File: src/rtl/serial_frame_pkg.sv
// Shared definitions for the serial frame transmitter and the sequence detectors it drives.
package serial_frame_pkg;

  typedef enum logic [1:0] {
    IDLE  = 2'd0,
    START = 2'd1,
    DATA  = 2'd2,
    STOP  = 2'd3
  } frame_state_e;

  localparam logic START_LEVEL = 1'b1;
  localparam logic STOP_LEVEL  = 1'b0;
  localparam logic IDLE_LEVEL  = 1'b0;

  // Counter width for a range of v values, never narrower than one bit.
  function automatic int unsigned clog2_min1(input int unsigned v);
    return (v <= 1) ? 1 : $clog2(v);
  endfunction

endpackage

File: src/rtl/serial_bit_timer.sv
// Per-bit hold timer: counts 0..BIT_CYCLES-1 and flags the final cycle of each bit.
module serial_bit_timer
  import serial_frame_pkg::*;
#(
  parameter int unsigned BIT_CYCLES = 1
) (
  input  logic clk,
  input  logic reset_n,
  input  logic restart,
  output logic last
);

  localparam int unsigned TW = clog2_min1(BIT_CYCLES);

  logic [TW-1:0] cnt_q, cnt_d;

  assign last = (cnt_q == TW'(BIT_CYCLES - 1));

  // Every bit boundary coincides with 'last', so wrapping there doubles as the reload.
  always_comb begin
    cnt_d = cnt_q + TW'(1);
    if (restart || last) cnt_d = '0;
  end

  always_ff @(posedge clk or negedge reset_n) begin
    if (!reset_n) cnt_q <= '0;
    else          cnt_q <= cnt_d;
  end

endmodule

File: src/rtl/serial_frame_tx.sv
// Framed serial transmitter: start bit, WIDTH data bits MSB-first, stop bit.
module serial_frame_tx
  import serial_frame_pkg::*;
#(
  parameter int unsigned WIDTH      = 8,
  parameter int unsigned BIT_CYCLES = 1
) (
  input  logic             clk,
  input  logic             reset_n,
  input  logic [WIDTH-1:0] data_in,
  input  logic             data_valid,
  output logic             data_ready,
  output logic             out,
  output logic             busy,
  output logic             done
);

  localparam int unsigned BW = clog2_min1(WIDTH);

  frame_state_e     state_q;
  logic [WIDTH-1:0] shift_q;
  logic [BW-1:0]    bit_cnt_q;
  logic             done_q;
  logic             last;
  logic             accept;

  serial_bit_timer #(
    .BIT_CYCLES(BIT_CYCLES)
  ) u_bit_timer (
    .clk    (clk),
    .reset_n(reset_n),
    .restart(state_q == IDLE),
    .last   (last)
  );

  assign data_ready = (state_q == IDLE) || ((state_q == STOP) && last);
  assign accept     = data_valid && data_ready;

  always_ff @(posedge clk or negedge reset_n) begin
    if (!reset_n) begin
      state_q   <= IDLE;
      shift_q   <= '0;
      bit_cnt_q <= '0;
      done_q    <= 1'b0;
    end else begin
      done_q <= (state_q == STOP) && last;
      unique case (state_q)
        IDLE: begin
          if (accept) begin
            shift_q <= data_in;
            state_q <= START;
          end
        end
        START: begin
          if (last) begin
            bit_cnt_q <= '0;
            state_q   <= DATA;
          end
        end
        DATA: begin
          if (last) begin
            shift_q <= shift_q << 1;
            if (bit_cnt_q == BW'(WIDTH - 1)) begin
              bit_cnt_q <= '0;
              state_q   <= STOP;
            end else begin
              bit_cnt_q <= bit_cnt_q + BW'(1);
            end
          end
        end
        STOP: begin
          if (last) begin
            if (accept) begin
              shift_q <= data_in;
              state_q <= START;
            end else begin
              state_q <= IDLE;
            end
          end
        end
        default: state_q <= IDLE;
      endcase
    end
  end

  always_comb begin
    out = IDLE_LEVEL;
    unique case (state_q)
      IDLE:    out = IDLE_LEVEL;
      START:   out = START_LEVEL;
      DATA:    out = shift_q[WIDTH-1];
      STOP:    out = STOP_LEVEL;
      default: out = IDLE_LEVEL;
    endcase
  end

  assign busy = (state_q != IDLE);
  assign done = done_q;

endmodule
File: config.mk
export PLATFORM = sky130hd
export DESIGN_NAME = serial_frame_tx
export DESIGN_NICKNAME = d
export VERILOG_FILES = /design/src/rtl/serial_frame_pkg.sv /design/src/rtl/serial_bit_timer.sv /design/src/rtl/serial_frame_tx.sv
export SDC_FILE = /design/constraint.sdc
export NUM_CORES = 1
export LEC_CHECK = 0
export BUFFER_PORTS_ARGS = -buffer_cell sky130_fd_sc_hd__buf_2
export CAP_MARGIN = 20
export CORE_MARGIN = 2
export CORE_UTILIZATION = 57
export CTS_CLUSTER_DIAMETER = 30
export DETAILED_ROUTE_END_ITERATION = 16
export GPL_TIMING_DRIVEN = 0
export PLACE_DENSITY = 0.81
export SYNTH_ARGS = -nofsm -noshare
export SYNTH_HDL_FRONTEND = slang
export SYNTH_SLANG_ARGS = --single-unit
File: constraint.sdc
create_clock -name clk -period 2.7 [get_ports clk]
set_input_delay 0.135 -clock clk [delete_from_list [all_inputs] [get_ports clk]]
set_output_delay 0.135 -clock clk [all_outputs]
set_load 0.005 [all_outputs]
## After elaboration in Yosys (flattened, before gate mapping)

Index checks and enable logic that the tools add are counted.

- Register bits after elaboration: 15
- Input bits: 11
- Output and inout bits: 4
- Word-level logic and storage cells: 46

- Add/sub/neg operators: 2
- Equality and inequality tests: 9
- Muxes and demuxes: 17
- Bitwise operators: 1
- Reduce and logical (&&, ||, !) cells: 12

Operator list:

| cell | number |
|---|---|
| $mux W8 | 3 |
| $pmux W8 S3 | 1 |
| $mux W2 | 5 |
| $ne A2 B2 Y1 const B | 5 |
| $mux W3 | 3 |
| $pmux W2 S4 | 1 |
| $pmux W3 S2 | 1 |
| $reduce_and A3 Y1 | 2 |
| $reduce_and A5 Y1 | 1 |
| $eq A2 B2 Y1 const B | 2 |
| $reduce_bool A2 Y1 | 2 |
| $add A3 B1 Y3 const B | 1 |
| $eq A3 B3 Y1 const B | 1 |
| $pmux W1 S3 | 1 |
| $reduce_bool A3 Y1 | 1 |
| $eq A2 B1 Y1 const B | 1 |
| $logic_and A1 B1 Y1 | 2 |
| $logic_not A2 Y1 | 1 |
| $logic_or A1 B1 Y1 | 2 |
| $mux W1 | 2 |
| $reduce_or A2 Y1 | 1 |
| $add A1 B1 Y1 const B | 1 |
| $not A1 Y1 | 1 |

## Depth between registers and ports, before layout

Gate-level depths: netlist of the first run.

- Depth after elaboration: 7
- Depth in mapped cells: 5

## Hierarchy

Synthesis of the first run repeated with hierarchy kept, for this count alone.

- Cell total of the unflattened synthesis: 67
- Area, all modules: 850.8 um^2

By module, submodules not included:

| module | instances | cells an instance | area each (um^2) |
|---|---|---|---|
| serial_frame_tx | 1 | 64 | 818.3 |
| serial_bit_timer | 1 | 3 | 32.5 |

## Worst setup path before layout of the first run

OpenSTA, ideal clock, no wires.

- Kind: register -> register
- From: register state_q[0]
- To: register shift_q[2]
- Arrival time: 1.593 ns
- Required time: 2.575 ns
- Setup slack: 0.983 ns
- Stages on the path, launching flop included: 6
- Buffers on the path: 0
- Clock period less this slack: 1.717 ns
- Cells stage by stage: dfrtp_1 inv_1 ha_1 nand4bb_1 a31oi_4 mux2_2

- Cells in the longest elaborated chain, start to end: 7

Ends and longest elaborated chain:

| what | line | RTL |
|---|---|---|
| start: declaration | serial_frame_tx.sv:20 | `frame_state_e state_q;` |
| start signal: assignment | serial_frame_tx.sv:41 | `state_q <= IDLE;` |
| start signal: assignment | serial_frame_tx.sv:51 | `state_q <= START;` |
| start signal: assignment | serial_frame_tx.sv:57 | `state_q <= DATA;` |
| $eq A2 B2 Y1 | serial_frame_tx.sv:36, serial_frame_tx.sv:47 |  |
| $logic_and A1 B1 Y1 | serial_frame_tx.sv:36 | `assign data_ready = (state_q == IDLE) \|\| ((state_q == STOP) && last);` |
| $logic_or A1 B1 Y1 | serial_frame_tx.sv:36 |  |
| $logic_and A1 B1 Y1 | serial_frame_tx.sv:37 | `assign accept = data_valid && data_ready;` |
| $mux W8 (2 in series) | -- |  |
| $pmux W8 S3 | serial_frame_tx.sv:47 | `unique case (state_q)` |
| end signal: assignment | serial_frame_tx.sv:50 | `shift_q <= data_in;` |
| end signal: assignment | serial_frame_tx.sv:62 | `shift_q <= shift_q << 1;` |
| end signal: assignment | serial_frame_tx.sv:74 | `shift_q <= data_in;` |
| end: declaration | serial_frame_tx.sv:21 | `logic [WIDTH-1:0] shift_q;` |

Parallel ways exist; a longest one is shown, timed or not. The select of a mux whose other input is x is not followed.
A chain may end at the register's enable or synchronous reset.

## Worst setup path after layout of the first run

- From: register state_q[0]
- To: output out

- Cells in the longest elaborated chain, start to end: 3

Ends and longest elaborated chain:

| what | line | RTL |
|---|---|---|
| $eq A2 B2 Y1 / $logic_not A2 Y1 (equally long branches) | serial_frame_tx.sv:88 | `unique case (state_q)` |
| $reduce_or A2 Y1 (no line) | -- |  |
| $pmux W1 S3 * | serial_frame_tx.sv:88 |  |
| end: declaration | serial_frame_tx.sv:13 | `output logic out,` |

Mark *: on every way between the ends. The rest lies on a longest branch, timed or not.

==> report_table.html, run 1 <==
<table>
<tr><th>Metric</th><th>Value</th></tr>
<tr><th colspan="2">Final layout</th></tr>
<tr><td>Fill cell count</td><td>111</td></tr>
<tr><td>Synth-to-Final Area Change</td><td>14.8%</td></tr>
<tr><td>Highest-count cells in the layout ignoring fill and taps</td><td>mux2_2, buf_2, dfrtp_1</td></tr>
<tr><td>Share of layout cells above drive strength 1</td><td>0.424</td></tr>
<tr><td>Most common library cell in the layout ignoring fill and taps</td><td>mux2_2</td></tr>
<tr><td>Diode insertion count for antenna repair</td><td>0</td></tr>
<tr><td>Net count of the finished layout</td><td>104</td></tr>
<tr><th colspan="2">Worst setup path</th></tr>
<tr><td>Buffering stage count on the worst path with inverters included</td><td>3</td></tr>
<tr><td>Ordered cell list for the critical path</td><td>inv_1, ha_1, buf_2, mux2_2, buf_2</td></tr>
<tr><td>Delay of the slowest cell on the worst path</td><td>440 ps</td></tr>
<tr><td>Crit-path max FO</td><td>10</td></tr>
<tr><td>Kind of cell adding the most delay to the critical path</td><td>buffers and inverters</td></tr>
<tr><td>Crit start category</td><td>register</td></tr>
<tr><td>Critical path class</td><td>reg2out</td></tr>
<tr><td>Cell with the most instances on the worst path</td><td>buf_2</td></tr>
<tr><td>Worst EP required</td><td>2570 ps</td></tr>
<tr><td>Capturing element type of the critical path</td><td>output port</td></tr>
<tr><td>Worst Path Arrival</td><td>1860 ps</td></tr>
<tr><td>Highest-delay cell along the critical path</td><td>dfrtp_1</td></tr>
<tr><td>Reg2Reg Setup Slack</td><td>810 ps</td></tr>
<tr><th colspan="2">Floorplanning</th></tr>
<tr><td>Die outline height</td><td>42.5 um</td></tr>
<tr><td>Core area</td><td>0.00133 mm^2</td></tr>
<tr><td>Initial Util</td><td>0.632</td></tr>
<tr><td>Ports placed on the boundary</td><td>15</td></tr>
<tr><td>Die width</td><td>42.5 um</td></tr>
<tr><td># rows</td><td>13</td></tr>
<tr><td>Die Footprint</td><td>0.00180 mm^2</td></tr>
<tr><th colspan="2">CTS</th></tr>
<tr><td>CTS buffer count</td><td>3</td></tr>
<tr><td>CTS Root Cell</td><td>clkbuf_4</td></tr>
<tr><td>Clock sink count</td><td>15</td></tr>
<tr><td>TritonCTS clock tree</td><td>built</td></tr>
<tr><td>Maximum level of the CTS H-tree</td><td>1</td></tr>
<tr><td>Clock latency reported for the late side of the worst-skew pair</td><td>280 ps</td></tr>
<tr><td>Post-CTS setup buffers</td><td>0</td></tr>
<tr><td>Clock Path Buffers</td><td>2</td></tr>
<tr><td>Reg clk slew, reported paths</td><td>90 ps</td></tr>
<tr><th colspan="2">Power</th></tr>
<tr><td>Leakage power</td><td>0.459 nW</td></tr>
<tr><td>IR drop worst, VDD</td><td>0.766 mV</td></tr>
<tr><td>Combinational fraction of design power</td><td>0.511</td></tr>
<tr><td>Clk network pwr share</td><td>0.119</td></tr>
<tr><td>Pwr/cell area</td><td>1100 mW/mm^2</td></tr>
<tr><td>Power share of the sequential group</td><td>0.370</td></tr>
<tr><td>Cell internal pwr</td><td>0.000699 W</td></tr>
<tr><td>Switching fraction of total power</td><td>0.344</td></tr>
<tr><td>Switching pwr</td><td>0.000366 W</td></tr>
<tr><td>Final Power</td><td>0.00107 W</td></tr>
<tr><th colspan="2">STA</th></tr>
<tr><td>Ratio of final minimum period to clock period</td><td>0.739</td></tr>
<tr><td>Hold violation total from the final report</td><td>0</td></tr>
<tr><td>Post-route clock skew</td><td>8.11 ps</td></tr>
<tr><td>Max Clk Rate</td><td>501 MHz</td></tr>
<tr><td>RSZ-0062 raised after global routing</td><td>no</td></tr>
<tr><td>Post-layout worst setup margin</td><td>705 ps</td></tr>
<tr><td>Number of slew-limit violations in the final report</td><td>0</td></tr>
<tr><td>Fin crit period</td><td>2000 ps</td></tr>
<tr><td>Number of endpoints failing setup at the final stage</td><td>0</td></tr>
<tr><td>Worst hold slack</td><td>201 ps</td></tr>
<tr><td>Final TNS setup</td><td>0 ps</td></tr>
<tr><th colspan="2">Yosys</th></tr>
<tr><td>Synth Instances</td><td>66</td></tr>
<tr><td>Flops &amp; latches, synth</td><td>15</td></tr>
<tr><td>Post-synthesis mux area share</td><td>0.240</td></tr>
<tr><td>Post-Syn Nets</td><td>84</td></tr>
<tr><td>Main combinational cell family by area after synthesis</td><td>multiplexers</td></tr>
<tr><td>Seq/Total Area, Yosys</td><td>0.445</td></tr>
<tr><td>Compound-gate portion of the synthesized area</td><td>0.0935</td></tr>
<tr><td>Number of unique standard cell types used by synthesis</td><td>23</td></tr>
<tr><td>Share of the synthesized netlist area taken by xor and xnor gates</td><td>0</td></tr>
<tr><td>Post-Synth Simple-Gate Area</td><td>0.0890</td></tr>
<tr><td>Post-synth design cell area</td><td>843 um^2</td></tr>
<tr><td>Average cell area after synthesis</td><td>12.8 um^2</td></tr>
<tr><td>Adder-cell share of the synthesized area</td><td>0.104</td></tr>
<tr><td>Synthesis Warnings</td><td>0</td></tr>
<tr><th colspan="2">Global routing</th></tr>
<tr><td>Gr usage total</td><td>0.177</td></tr>
<tr><td>Wire length of the first global-routing pass</td><td>2420 um</td></tr>
<tr><td>Vias in the first global route</td><td>585</td></tr>
<tr><td>Largest net degree at the start of global routing</td><td>16</td></tr>
<tr><td>Number of antenna violations at the first check in global routing</td><td>0</td></tr>
<tr><td>Overall overflow remaining after global route</td><td>0</td></tr>
<tr><th colspan="2">Min path</th></tr>
<tr><td>Worst min-delay path class</td><td>in2reg</td></tr>
<tr><th colspan="2">Placement</th></tr>
<tr><td>Routability congestion estimate from global placement</td><td>0.727</td></tr>
<tr><td>HPWL reported at the end of detailed placement</td><td>1070 um</td></tr>
<tr><td>Setup slack at placement</td><td>784 ps</td></tr>
<tr><td>Number of buffers added on ports</td><td>14</td></tr>
<tr><th colspan="2">Routing</th></tr>
<tr><td>Post-route DRC</td><td>0</td></tr>
<tr><td>Overall routed net length</td><td>1350 um</td></tr>
<tr><td>Number of vias per cell</td><td>5.52</td></tr>
<tr><td>Wire length per cell after detailed routing</td><td>13.5 um</td></tr>
<tr><td>First-pass DRT Iterations</td><td>3</td></tr>
<tr><td>Via total after detailed routing</td><td>552</td></tr>
<tr><td>Remaining number of nets flagged by the antenna check after routing</td><td>0</td></tr>
<tr><td>Number of DRC markers after the initial detailed-route iteration</td><td>2</td></tr>
<tr><th colspan="2">Run status</th></tr>
<tr><td>Outcome</td><td>finished, final reports clean</td></tr>
<tr><th colspan="2">Job</th></tr>
<tr><td>Count of maximum capacitance violations</td><td>0</td></tr>
</table>
[power by group through the flow]
stage          combinational, W  clock [W]  sequential (W)
6_report               0.000544   0.000127        0.000394
2_1_floorplan          0.000431          0        0.000381
5_1_grt                0.000609   0.000139        0.000410
3_3_place_gp           0.000527          0        0.000393
4_1_cts                0.000556   0.000133        0.000398
3_5_place_dp           0.000554          0        0.000402
[synthesized netlist by cell type]
cell type / instances / area share
inv_1: 4 / 0.018
nand2b_1: 4 / 0.030
mux2_2: 16 / 0.21
o2111a_1: 1 / 0.013
conb_1: 1 / 0.0044
dfrtp_1: 15 / 0.45
buf_2: 1 / 0.0059
mux2_1: 2 / 0.027
a32o_1: 1 / 0.012
nand4bb_1: 1 / 0.013
a31oi_4: 1 / 0.025
o21ai_0: 1 / 0.0059
nor2b_1: 2 / 0.015
nand2_1: 1 / 0.0044
or2_2: 1 / 0.0074
a21oi_1: 1 / 0.0059
o31ai_1: 1 / 0.0089
a22o_1: 1 / 0.010
o32a_1: 1 / 0.012
nor2_1: 1 / 0.0044
nand3b_1: 1 / 0.0089
nand3_1: 1 / 0.0059
ha_1: 7 / 0.10
[repair_timing]
action,in CTS,in global routing
gates resized for setup,0,0
hold buffers,1,0
setup endpoints to repair,0,0
hold endpoints to repair,15,0
[layer usage]
metal / up-vias / routed length (um) / track usage
li1: 274 / - / -
met4: 0 / 0 / 0.0563
met2: 12 / 732 / 0.351
met3: 0 / 59 / 0.0259
met5: - / 0 / 0
met1: 266 / 561 / 0.185
[final cells by class]
type,count,area (um^2),share of cell area
Multi-Input combinational cell,46,448,0.463
Buffer,1,5.00,0.00517
Clock buffer,4,26.3,0.0271
Timing Repair Buffer,15,80.1,0.0827
Sequential cell,15,375,0.388
Tap cell,15,18.8,0.0194
Inverter,4,15.0,0.0155
[worst register-to-register path, delay by kind of cell, from the launching register on]
| kind | cells | cell delay [ps] |
|---|---|---|
| buf+inv | 1 | 110 |
| compound gates | 1 | 340 |
| mux | 1 | 380 |
| fa+ha+maj | 1 | 270 |
| flops | 1 | 440 |
| simple gates | 1 | 240 |
[cells by family after synthesis]
family | Yosys count
mux | 18
flops | 15
simple gates | 12
compound gates | 8
fa+ha+maj | 7
buf+inv | 5
other cells | 1
[per-stage QoR]
step / cells / cell area (um^2) / util
after global placement: 95 / 932 / 0.699
after floorplan: 66 / 843 / -
after global routing: 100 / 968 / 0.726
after detailed placement: 95 / 932 / 0.699
after CTS: 100 / 968 / 0.726
final: 100 / 968 / 0.726
[registers in the layout, summed over array words and instances (netlist names)]
register / flops
shift_q: 8
bit_cnt_q: 3
state_q: 2
done: 1
u_bit_timer.cnt_q: 1
[worst paths after layout]
path                            start          to  cells past startpoint
setup reg to reg           state_q[0]  shift_q[5]                      5
setup / recovery           state_q[0]         out                      5
max in group asynchronous     reset_n  shift_q[1]                      2
hold reg to reg            shift_q[1]  shift_q[1]                      1
min in group asynchronous     reset_n  state_q[0]                      2
hold / removal             data_in[0]  shift_q[0]                      3
Note: power is estimated with default switching activity, not from simulation.
==> run 2, diff against run 1 <==
--- a/config.mk
+++ b/config.mk
@@ -8,11 +8,11 @@
 export BUFFER_PORTS_ARGS = -buffer_cell sky130_fd_sc_hd__buf_2
 export CAP_MARGIN = 20
 export CORE_MARGIN = 2
-export CORE_UTILIZATION = 57
+export CORE_UTILIZATION = 53
 export CTS_CLUSTER_DIAMETER = 30
 export DETAILED_ROUTE_END_ITERATION = 16
 export GPL_TIMING_DRIVEN = 0
-export PLACE_DENSITY = 0.81
+export PLACE_DENSITY = 0.76
 export SYNTH_ARGS = -nofsm -noshare
 export SYNTH_HDL_FRONTEND = slang
 export SYNTH_SLANG_ARGS = --single-unit
==> constraint.sdc (replaced) <==
create_clock -name clk -period 2 [get_ports clk]
set_input_delay 0.1 -clock clk [delete_from_list [all_inputs] [get_ports clk]]
set_output_delay 0.1 -clock clk [all_outputs]
set_load 0.005 [all_outputs]
==> run 2 against run 1 <==
Effect of this change: worst setup slack got worse by 580 ps; first-iteration DRC count rose to 3.0 times the previous value; sequential power rose by 36%; non-clock buffer count did not move; hold slack got worse by 54 ps; via count did not move; clock skew rose by 3.2 ps; utilization fell by 7.7 points; sequential share of layout area fell by 0.40 points; critical path type is now reg2reg; largest cell class unchanged; largest power group unchanged.
==> report_table.html, run 2 (same netlist as run 1, synthesis figures left out) <==
<table>
<tr><th>Metric</th><th>Value</th></tr>
<tr><th colspan="2">STA</th></tr>
<tr><td>Fin crit period</td><td>1870 ps</td></tr>
<tr><td>Post-layout worst setup margin</td><td>125 ps (-580 ps)</td></tr>
<tr><td>Max Clk Rate</td><td>533 MHz</td></tr>
<tr><td>Post-route clock skew</td><td>11.3 ps (+3.21 ps)</td></tr>
<tr><td>RSZ-0062 raised after global routing</td><td>no</td></tr>
<tr><td>Final TNS setup</td><td>0 ps (unchanged)</td></tr>
<tr><td>Number of endpoints failing setup at the final stage</td><td>0 (unchanged)</td></tr>
<tr><td>Hold violation total from the final report</td><td>0 (unchanged)</td></tr>
<tr><td>Ratio of final minimum period to clock period</td><td>0.937</td></tr>
<tr><td>Number of slew-limit violations in the final report</td><td>0 (unchanged)</td></tr>
<tr><th colspan="2">Final layout</th></tr>
<tr><td>Most common library cell in the layout ignoring fill and taps</td><td>mux2_2</td></tr>
<tr><td>Post-route cell area</td><td>978 um^2 (+1.0%)</td></tr>
<tr><td>Share of layout cells above drive strength 1</td><td>0.447 (+0.0235)</td></tr>
<tr><td>Net count of the finished layout</td><td>104 (unchanged)</td></tr>
<tr><td>Highest-count cells in the layout ignoring fill and taps</td><td>mux2_2, dfrtp_1, buf_2</td></tr>
<tr><td>Biggest regs</td><td>shift_q x8, bit_cnt_q x3, state_q x2</td></tr>
<tr><td>Diode insertion count for antenna repair</td><td>0 (unchanged)</td></tr>
<tr><td>Register containing the most flip-flops in the final layout</td><td>shift_q</td></tr>
<tr><td>Fill cell count</td><td>123 (+11%)</td></tr>
<tr><td>Flip-flop count of the largest register, all copies and words added</td><td>8 (unchanged)</td></tr>
<tr><td>Synth-to-Final Area Change</td><td>16.0%</td></tr>
<tr><td>Final Util</td><td>0.650 (-0.0766)</td></tr>
<tr><th colspan="2">Worst setup path</th></tr>
<tr><td>Worst EP required</td><td>2170 ps (-400 ps)</td></tr>
<tr><td>Critical path class</td><td>reg2reg</td></tr>
<tr><td>Crit-path max FO</td><td>8 (-2)</td></tr>
<tr><td>Endpoint of the lowest-slack register-to-register path</td><td>shift_q[5]</td></tr>
<tr><td>Ordered cell list for the critical path</td><td>inv_1, ha_2, nand4bb_1, a31oi_4, mux2_2</td></tr>
<tr><td>Reg2Reg Setup Slack</td><td>130 ps (-680 ps)</td></tr>
<tr><td>Critical R2R Launch</td><td>state_q[0]</td></tr>
<tr><td>Delay of the slowest cell on the worst path</td><td>440 ps (about the same)</td></tr>
<tr><td>Setup crit end</td><td>shift_q[5]</td></tr>
<tr><td>Worst Path Arrival</td><td>2050 ps (+190 ps)</td></tr>
<tr><td>Capturing element type of the critical path</td><td>register</td></tr>
<tr><td>Highest-delay cell along the critical path</td><td>dfrtp_1</td></tr>
<tr><td>Launching instance or port of the critical path</td><td>state_q[0]</td></tr>
<tr><td>Crit start category</td><td>register</td></tr>
<tr><td>Length in cells of the worst reg-to-reg path</td><td>5 (unchanged)</td></tr>
<tr><th colspan="2">CTS</th></tr>
<tr><td>Post-CTS setup buffers</td><td>0 (unchanged)</td></tr>
<tr><td>CTS buffer count</td><td>3 (unchanged)</td></tr>
<tr><td>Maximum level of the CTS H-tree</td><td>1 (unchanged)</td></tr>
<tr><td>Clock sink count</td><td>15 (unchanged)</td></tr>
<tr><td>CTS Root Cell</td><td>clkbuf_4</td></tr>
<tr><td>Clock latency reported for the late side of the worst-skew pair</td><td>290 ps (about the same)</td></tr>
<tr><td>TritonCTS clock tree</td><td>built</td></tr>
<tr><td>Reg clk slew, reported paths</td><td>100 ps (about the same)</td></tr>
<tr><td>Clock Path Buffers</td><td>2 (unchanged)</td></tr>
<tr><th colspan="2">Routing</th></tr>
<tr><td>Via total after detailed routing</td><td>552 (unchanged)</td></tr>
<tr><td>Wire length per cell after detailed routing</td><td>14.8 um (+9.3%)</td></tr>
<tr><td>Post-route DRC</td><td>0 (unchanged)</td></tr>
<tr><td>Number of vias per cell</td><td>5.47 (-0.99%)</td></tr>
<tr><td>First-pass DRT Iterations</td><td>4 (+1)</td></tr>
<tr><td>Remaining number of nets flagged by the antenna check after routing</td><td>0 (unchanged)</td></tr>
<tr><td>Number of DRC markers after the initial detailed-route iteration</td><td>6 (+4)</td></tr>
<tr><td>Overall routed net length</td><td>1490 um (+10%)</td></tr>
<tr><th colspan="2">Floorplanning</th></tr>
<tr><td>Initial Util</td><td>0.560 (-0.0725)</td></tr>
<tr><td>Die width</td><td>43.9 um (+3.4%)</td></tr>
<tr><td># rows</td><td>14 (+1)</td></tr>
<tr><td>Die Footprint</td><td>0.00193 mm^2 (+6.8%)</td></tr>
<tr><td>Ports placed on the boundary</td><td>15 (unchanged)</td></tr>
<tr><td>Core area</td><td>0.00151 mm^2 (+13%)</td></tr>
<tr><td>Die outline height</td><td>43.9 um (+3.4%)</td></tr>
<tr><th colspan="2">Placement</th></tr>
<tr><td>Routability congestion estimate from global placement</td><td>0.808 (+11%)</td></tr>
<tr><td>Setup slack at placement</td><td>95.3 ps (-688 ps)</td></tr>
<tr><td>Number of buffers added on ports</td><td>14 (unchanged)</td></tr>
<tr><td>Post-Place Cell Area</td><td>933 um^2 (+0.13%)</td></tr>
<tr><td>HPWL reported at the end of detailed placement</td><td>1080 um (+1.7%)</td></tr>
<tr><th colspan="2">Power</th></tr>
<tr><td>IR drop worst, VDD</td><td>0.875 mV (+14%)</td></tr>
<tr><td>Leakage power</td><td>0.457 nW (-0.52%)</td></tr>
<tr><td>Pwr/cell area</td><td>1500 mW/mm^2 (+37%)</td></tr>
<tr><td>Final Power</td><td>0.00147 W (+38%)</td></tr>
<tr><th colspan="2">Global routing</th></tr>
<tr><td>Overall overflow remaining after global route</td><td>0 (unchanged)</td></tr>
<tr><td>Vias in the first global route</td><td>611 (+4.4%)</td></tr>
<tr><td>Number of antenna violations at the first check in global routing</td><td>0 (unchanged)</td></tr>
<tr><td>Largest net degree at the start of global routing</td><td>16 (unchanged)</td></tr>
<tr><td>Wire length of the first global-routing pass</td><td>2680 um (+11%)</td></tr>
<tr><td>Gr usage total</td><td>0.197 (+0.0204)</td></tr>
<tr><th colspan="2">Job</th></tr>
<tr><td>Count of maximum capacitance violations</td><td>0 (unchanged)</td></tr>
<tr><th colspan="2">Min path</th></tr>
<tr><td>Hold Path Cell Cnt</td><td>3 (unchanged)</td></tr>
<tr><td>Worst min-delay path class</td><td>in2reg</td></tr>
<tr><th colspan="2">Run status</th></tr>
<tr><td>Outcome</td><td>finished, final reports clean</td></tr>
</table>
[run 2: cell count changes in the layout (fill, tap and decap cells not counted), sizes merged]
cell / delta
clkbuf: -1
clkinvlp: +1
[run 2: worst min-delay path by stage]
stage / start / to
detailed placement: reset_n / shift_q[2]
global placement: reset_n / shift_q[2]
CTS: data_in[0] / shift_q[0]
global route: data_in[1] / shift_q[1]
finish: data_in[0] / shift_q[0]
floorplan: reset_n / bit_cnt_q[0]
[run 2: timing repair]
item / 4_1_cts / 5_1_grt
hold buffers: 1 / 0
resized for setup: 0 / 3
hold endpoints to repair: 15 / 0
endpoints found under the setup margin: 0 / 9
[run 2: final cells by class]
| class | instances | area [um^2] | area share |
|---|---|---|---|
| inverter | 4 | 15.0 | 0.0153 |
| buffer | 1 | 7.51 | 0.00767 |
| multi-input combinational | 46 | 450 | 0.460 |
| clock buffer | 3 | 22.5 | 0.0230 |
| clock inverter | 1 | 7.51 | 0.00767 |
| timing repair buffer | 15 | 80.1 | 0.0818 |
| sequential | 15 | 375 | 0.384 |
| tap | 16 | 20.0 | 0.0205 |
[run 2: through the flow]
step | hold WS, ps | cells
detailed placement | 23.3 | 96
CTS | 150 | 101
global route | 154 | 101
global placement | 16.0 | 96
floorplan | -196 | 66
finish | 147 | 101
[run 2: power by group]
| group | total (W) | leakage, nW | internal (W) | switching [W] |
|---|---|---|---|---|
| logic | 0.000756 | 0.262 | 0.000427 | 0.000329 |
| registers | 0.000534 | 0.181 | 0.000447 | 0.0000865 |
| clock network | 0.000182 | 0.0139 | 0.0000760 | 0.000106 |
| total | 0.00147 | 0.457 | 0.000951 | 0.000521 |
[run 2: critical path, delay by kind of cell (launching register included)]
kind / cells / cell delay [ps]
adders and majority gates: 1 / 230
and+or+nand+nor: 1 / 230
DFF: 1 / 440
muxes: 1 / 370
AOI/OAI and AO/OA: 1 / 370
buffers and inverters: 1 / 110
[run 2: metal layers]
layer	vias up	global-route usage	part of all wire	wire length (um)
met5	-	0	0	0
met4	0	0.0909	0.013	20
met3	2	0.0375	0.033	50
met2	13	0.338	0.53	787
met1	267	0.237	0.42	634
li1	270	-	-	-
==> run 3, diff against run 2 <==
--- a/config.mk
+++ b/config.mk
@@ -7,12 +7,14 @@
 export LEC_CHECK = 0
 export BUFFER_PORTS_ARGS = -buffer_cell sky130_fd_sc_hd__buf_2
 export CAP_MARGIN = 20
+export CELL_PAD_IN_SITES_DETAIL_PLACEMENT = 0
+export CELL_PAD_IN_SITES_GLOBAL_PLACEMENT = 1
 export CORE_MARGIN = 2
-export CORE_UTILIZATION = 53
+export CORE_UTILIZATION = 42
 export CTS_CLUSTER_DIAMETER = 30
 export DETAILED_ROUTE_END_ITERATION = 16
 export GPL_TIMING_DRIVEN = 0
-export PLACE_DENSITY = 0.76
+export PLACE_DENSITY = 0.75
 export SYNTH_ARGS = -nofsm -noshare
 export SYNTH_HDL_FRONTEND = slang
 export SYNTH_SLANG_ARGS = --single-unit
==> run 3 against run 2 <==
Effect of this change: combinational power is 2% lower; clock skew down 3.7 ps; via count is 0.91% lower; power fell by 2.1%.
==> report_table.html, run 3 (same netlist as run 1, synthesis figures left out) <==
<table>
<tr><th>Metric</th><th>Value</th></tr>
<tr><th colspan="2">Min path</th></tr>
<tr><td>Hold Path Cell Cnt</td><td>3 (unchanged)</td></tr>
<tr><td>Hold path startpoint</td><td>data_in[1]</td></tr>
<tr><td>Endpoint, Worst Hold</td><td>shift_q[1]</td></tr>
<tr><td>Worst min-delay path class</td><td>in2reg</td></tr>
<tr><th colspan="2">Final layout</th></tr>
<tr><td>Biggest regs</td><td>shift_q x8, bit_cnt_q x3, state_q x2</td></tr>
<tr><td>Most common library cell in the layout ignoring fill and taps</td><td>mux2_2</td></tr>
<tr><td>Register containing the most flip-flops in the final layout</td><td>shift_q</td></tr>
<tr><td>Synth-to-Final Area Change</td><td>17.2%</td></tr>
<tr><td>Flip-flop count of the largest register, all copies and words added</td><td>8 (unchanged)</td></tr>
<tr><td>Diode insertion count for antenna repair</td><td>0 (unchanged)</td></tr>
<tr><td>Share of layout cells above drive strength 1</td><td>0.435 (-0.0118)</td></tr>
<tr><td>Fill cell count</td><td>181 (+47%)</td></tr>
<tr><td>Final Util</td><td>0.514 (-0.135)</td></tr>
<tr><td>Highest-count cells in the layout ignoring fill and taps</td><td>mux2_2, dfrtp_1, buf_2</td></tr>
<tr><td>Net count of the finished layout</td><td>104 (unchanged)</td></tr>
<tr><th colspan="2">Global routing</th></tr>
<tr><td>Number of antenna violations at the first check in global routing</td><td>0 (unchanged)</td></tr>
<tr><td>Vias in the first global route</td><td>534 (-13%)</td></tr>
<tr><td>Gr usage total</td><td>0.134 (-0.0631)</td></tr>
<tr><td>Wire length of the first global-routing pass</td><td>2450 um (-8.8%)</td></tr>
<tr><td>Largest net degree at the start of global routing</td><td>16 (unchanged)</td></tr>
<tr><td>Overall overflow remaining after global route</td><td>0 (unchanged)</td></tr>
<tr><th colspan="2">Placement</th></tr>
<tr><td>Number of buffers added on ports</td><td>14 (unchanged)</td></tr>
<tr><td>Routability congestion estimate from global placement</td><td>0.777 (-3.8%)</td></tr>
<tr><td>HPWL reported at the end of detailed placement</td><td>1010 um (-7.3%)</td></tr>
<tr><th colspan="2">Power</th></tr>
<tr><td>IR drop worst, VDD</td><td>0.706 mV (-19%)</td></tr>
<tr><td>Pwr/cell area</td><td>1460 mW/mm^2 (-3.1%)</td></tr>
<tr><td>Leakage power</td><td>0.458 nW (+0.14%)</td></tr>
<tr><th colspan="2">Floorplanning</th></tr>
<tr><td>Die Footprint</td><td>0.00238 mm^2 (+24%)</td></tr>
<tr><td># rows</td><td>16 (+2)</td></tr>
<tr><td>Die outline height</td><td>48.8 um (+11%)</td></tr>
<tr><td>Core area</td><td>0.00192 mm^2 (+28%)</td></tr>
<tr><td>Ports placed on the boundary</td><td>15 (unchanged)</td></tr>
<tr><td>Die width</td><td>48.8 um (+11%)</td></tr>
<tr><td>Initial Util</td><td>0.439 (-0.121)</td></tr>
<tr><th colspan="2">Worst setup path</th></tr>
<tr><td>Worst EP required</td><td>1900 ps (-270 ps)</td></tr>
<tr><td>Critical path class</td><td>reg2out</td></tr>
<tr><td>Crit-path max FO</td><td>10 (+2)</td></tr>
<tr><td>Reg2Reg Setup Slack</td><td>150 ps (+20 ps)</td></tr>
<tr><td>Endpoint of the lowest-slack register-to-register path</td><td>shift_q[2]</td></tr>
<tr><td>Length in cells of the worst reg-to-reg path</td><td>5 (unchanged)</td></tr>
<tr><td>Capturing element type of the critical path</td><td>output port</td></tr>
<tr><td>Critical R2R Launch</td><td>state_q[0]</td></tr>
<tr><td>Crit start category</td><td>register</td></tr>
<tr><td>Worst Path Arrival</td><td>1780 ps (-270 ps)</td></tr>
<tr><th colspan="2">Run status</th></tr>
<tr><td>Outcome</td><td>finished, final reports clean</td></tr>
<tr><th colspan="2">Job</th></tr>
<tr><td>Count of maximum capacitance violations</td><td>0 (unchanged)</td></tr>
<tr><th colspan="2">STA</th></tr>
<tr><td>Final TNS setup</td><td>0 ps (unchanged)</td></tr>
<tr><td>Max Clk Rate</td><td>533 MHz (-0.11%)</td></tr>
<tr><td>Post-route clock skew</td><td>7.63 ps (-3.69 ps)</td></tr>
<tr><td>Number of endpoints failing setup at the final stage</td><td>0 (unchanged)</td></tr>
<tr><td>Worst hold slack</td><td>167 ps (+20.2 ps)</td></tr>
<tr><td>RSZ-0062 raised after global routing</td><td>no</td></tr>
<tr><td>Fin crit period</td><td>1880 ps (+2.10 ps)</td></tr>
<tr><td>Number of slew-limit violations in the final report</td><td>0 (unchanged)</td></tr>
<tr><td>Hold violation total from the final report</td><td>0 (unchanged)</td></tr>
<tr><td>Ratio of final minimum period to clock period</td><td>0.939 (+0.00105)</td></tr>
<tr><th colspan="2">CTS</th></tr>
<tr><td>Reg clk slew, reported paths</td><td>80 ps (-20 ps)</td></tr>
<tr><td>Post-CTS setup buffers</td><td>0 (unchanged)</td></tr>
<tr><td>Clock Path Buffers</td><td>2 (unchanged)</td></tr>
<tr><td>TritonCTS clock tree</td><td>built</td></tr>
<tr><td>CTS buffer count</td><td>3 (unchanged)</td></tr>
<tr><td>CTS Root Cell</td><td>clkbuf_4</td></tr>
<tr><td>Clock latency reported for the late side of the worst-skew pair</td><td>280 ps (about the same)</td></tr>
<tr><td>Clock sink count</td><td>15 (unchanged)</td></tr>
<tr><td>Maximum level of the CTS H-tree</td><td>1 (unchanged)</td></tr>
<tr><th colspan="2">Routing</th></tr>
<tr><td>Number of vias per cell</td><td>4.88 (-11%)</td></tr>
<tr><td>Number of DRC markers after the initial detailed-route iteration</td><td>5 (-1)</td></tr>
<tr><td>First-pass DRT Iterations</td><td>4 (unchanged)</td></tr>
<tr><td>Via total after detailed routing</td><td>547 (-0.91%)</td></tr>
<tr><td>Wire length per cell after detailed routing</td><td>12.1 um (-18%)</td></tr>
<tr><td>Post-route DRC</td><td>0 (unchanged)</td></tr>
<tr><td>Remaining number of nets flagged by the antenna check after routing</td><td>0 (unchanged)</td></tr>
<tr><td>Overall routed net length</td><td>1350 um (-9.3%)</td></tr>
</table>
==> run 3: cell count changes in the layout (fill, tap and decap cells not counted), sizes merged <==
cell / previous run / this run
clkbuf: 3 / 5
buf: 15 / 14
clkinvlp: 1 / 0
==> run 3: worst max-delay path by stage <==
stage	from	end	slack, ps	cells after the start
after CTS	state_q[0]	out	10	5
after global routing	state_q[0]	out	10	5
after floorplan	state_q[0]	shift_q[2]	280	5
after global placement	state_q[0]	shift_q[5]	110	5
final	state_q[0]	out	120	5
after detailed placement	state_q[0]	shift_q[7]	70	5
==> run 3: worst max-delay path: stages, from the launching register on <==
cell and delay [ps]:
dfrtp_1 430, inv_1 120, ha_2 240, clkbuf_4 230
mux2_2 350, buf_2 120
==> run 3: cell type report <==
cell class,count,area [um^2],share of cell area
Tap cell,27,33.8,0.0342
Buffer,1,7.51,0.00759
Inverter,4,15.0,0.0152
Timing Repair Buffer,15,80.1,0.0810
Multi-Input combinational cell,46,450,0.456
Sequential cell,15,375,0.380
Clock buffer,4,26.3,0.0266
==> run 3: repair_timing <==
item                                    4_1_cts  5_1_grt
endpoints found under the hold margin        15        0
gates resized for setup                       0        2
hold buffers                                  1        0
endpoints found under the setup margin        0        9
==> run 3: through the flow <==
stage | instance area (um^2) | worst slack [ps] | std cells | power (W)
global route | 988 | 14.0 | 112 | 0.00157
finish | 988 | 123 | 112 | 0.00144
floorplan | 843 | 283 | 66 | 0.00110
detailed placement | 947 | 71.3 | 107 | 0.00128
global placement | 947 | 113 | 107 | 0.00126
CTS | 983 | 9.95 | 112 | 0.00146
==> run 3: where the power goes <==
part           internal [W]  leakage [nW]  switching, W
Sequential         0.000447         0.181     0.0000837
Combinational      0.000425         0.261      0.000315
Clock             0.0000773        0.0150     0.0000933
==> run 3: layer usage <==
| layer | up-vias | GRT usage | share of wire |
|---|---|---|---|
| li1 | 273 | - | - |
| met1 | 261 | 0.186 | 0.51 |
| met2 | 11 | 0.203 | 0.45 |
| met3 | 2 | 0.0184 | 0.032 |
| met4 | 0 | 0.0714 | 0.010 |
| met5 | - | 0 | 0 |
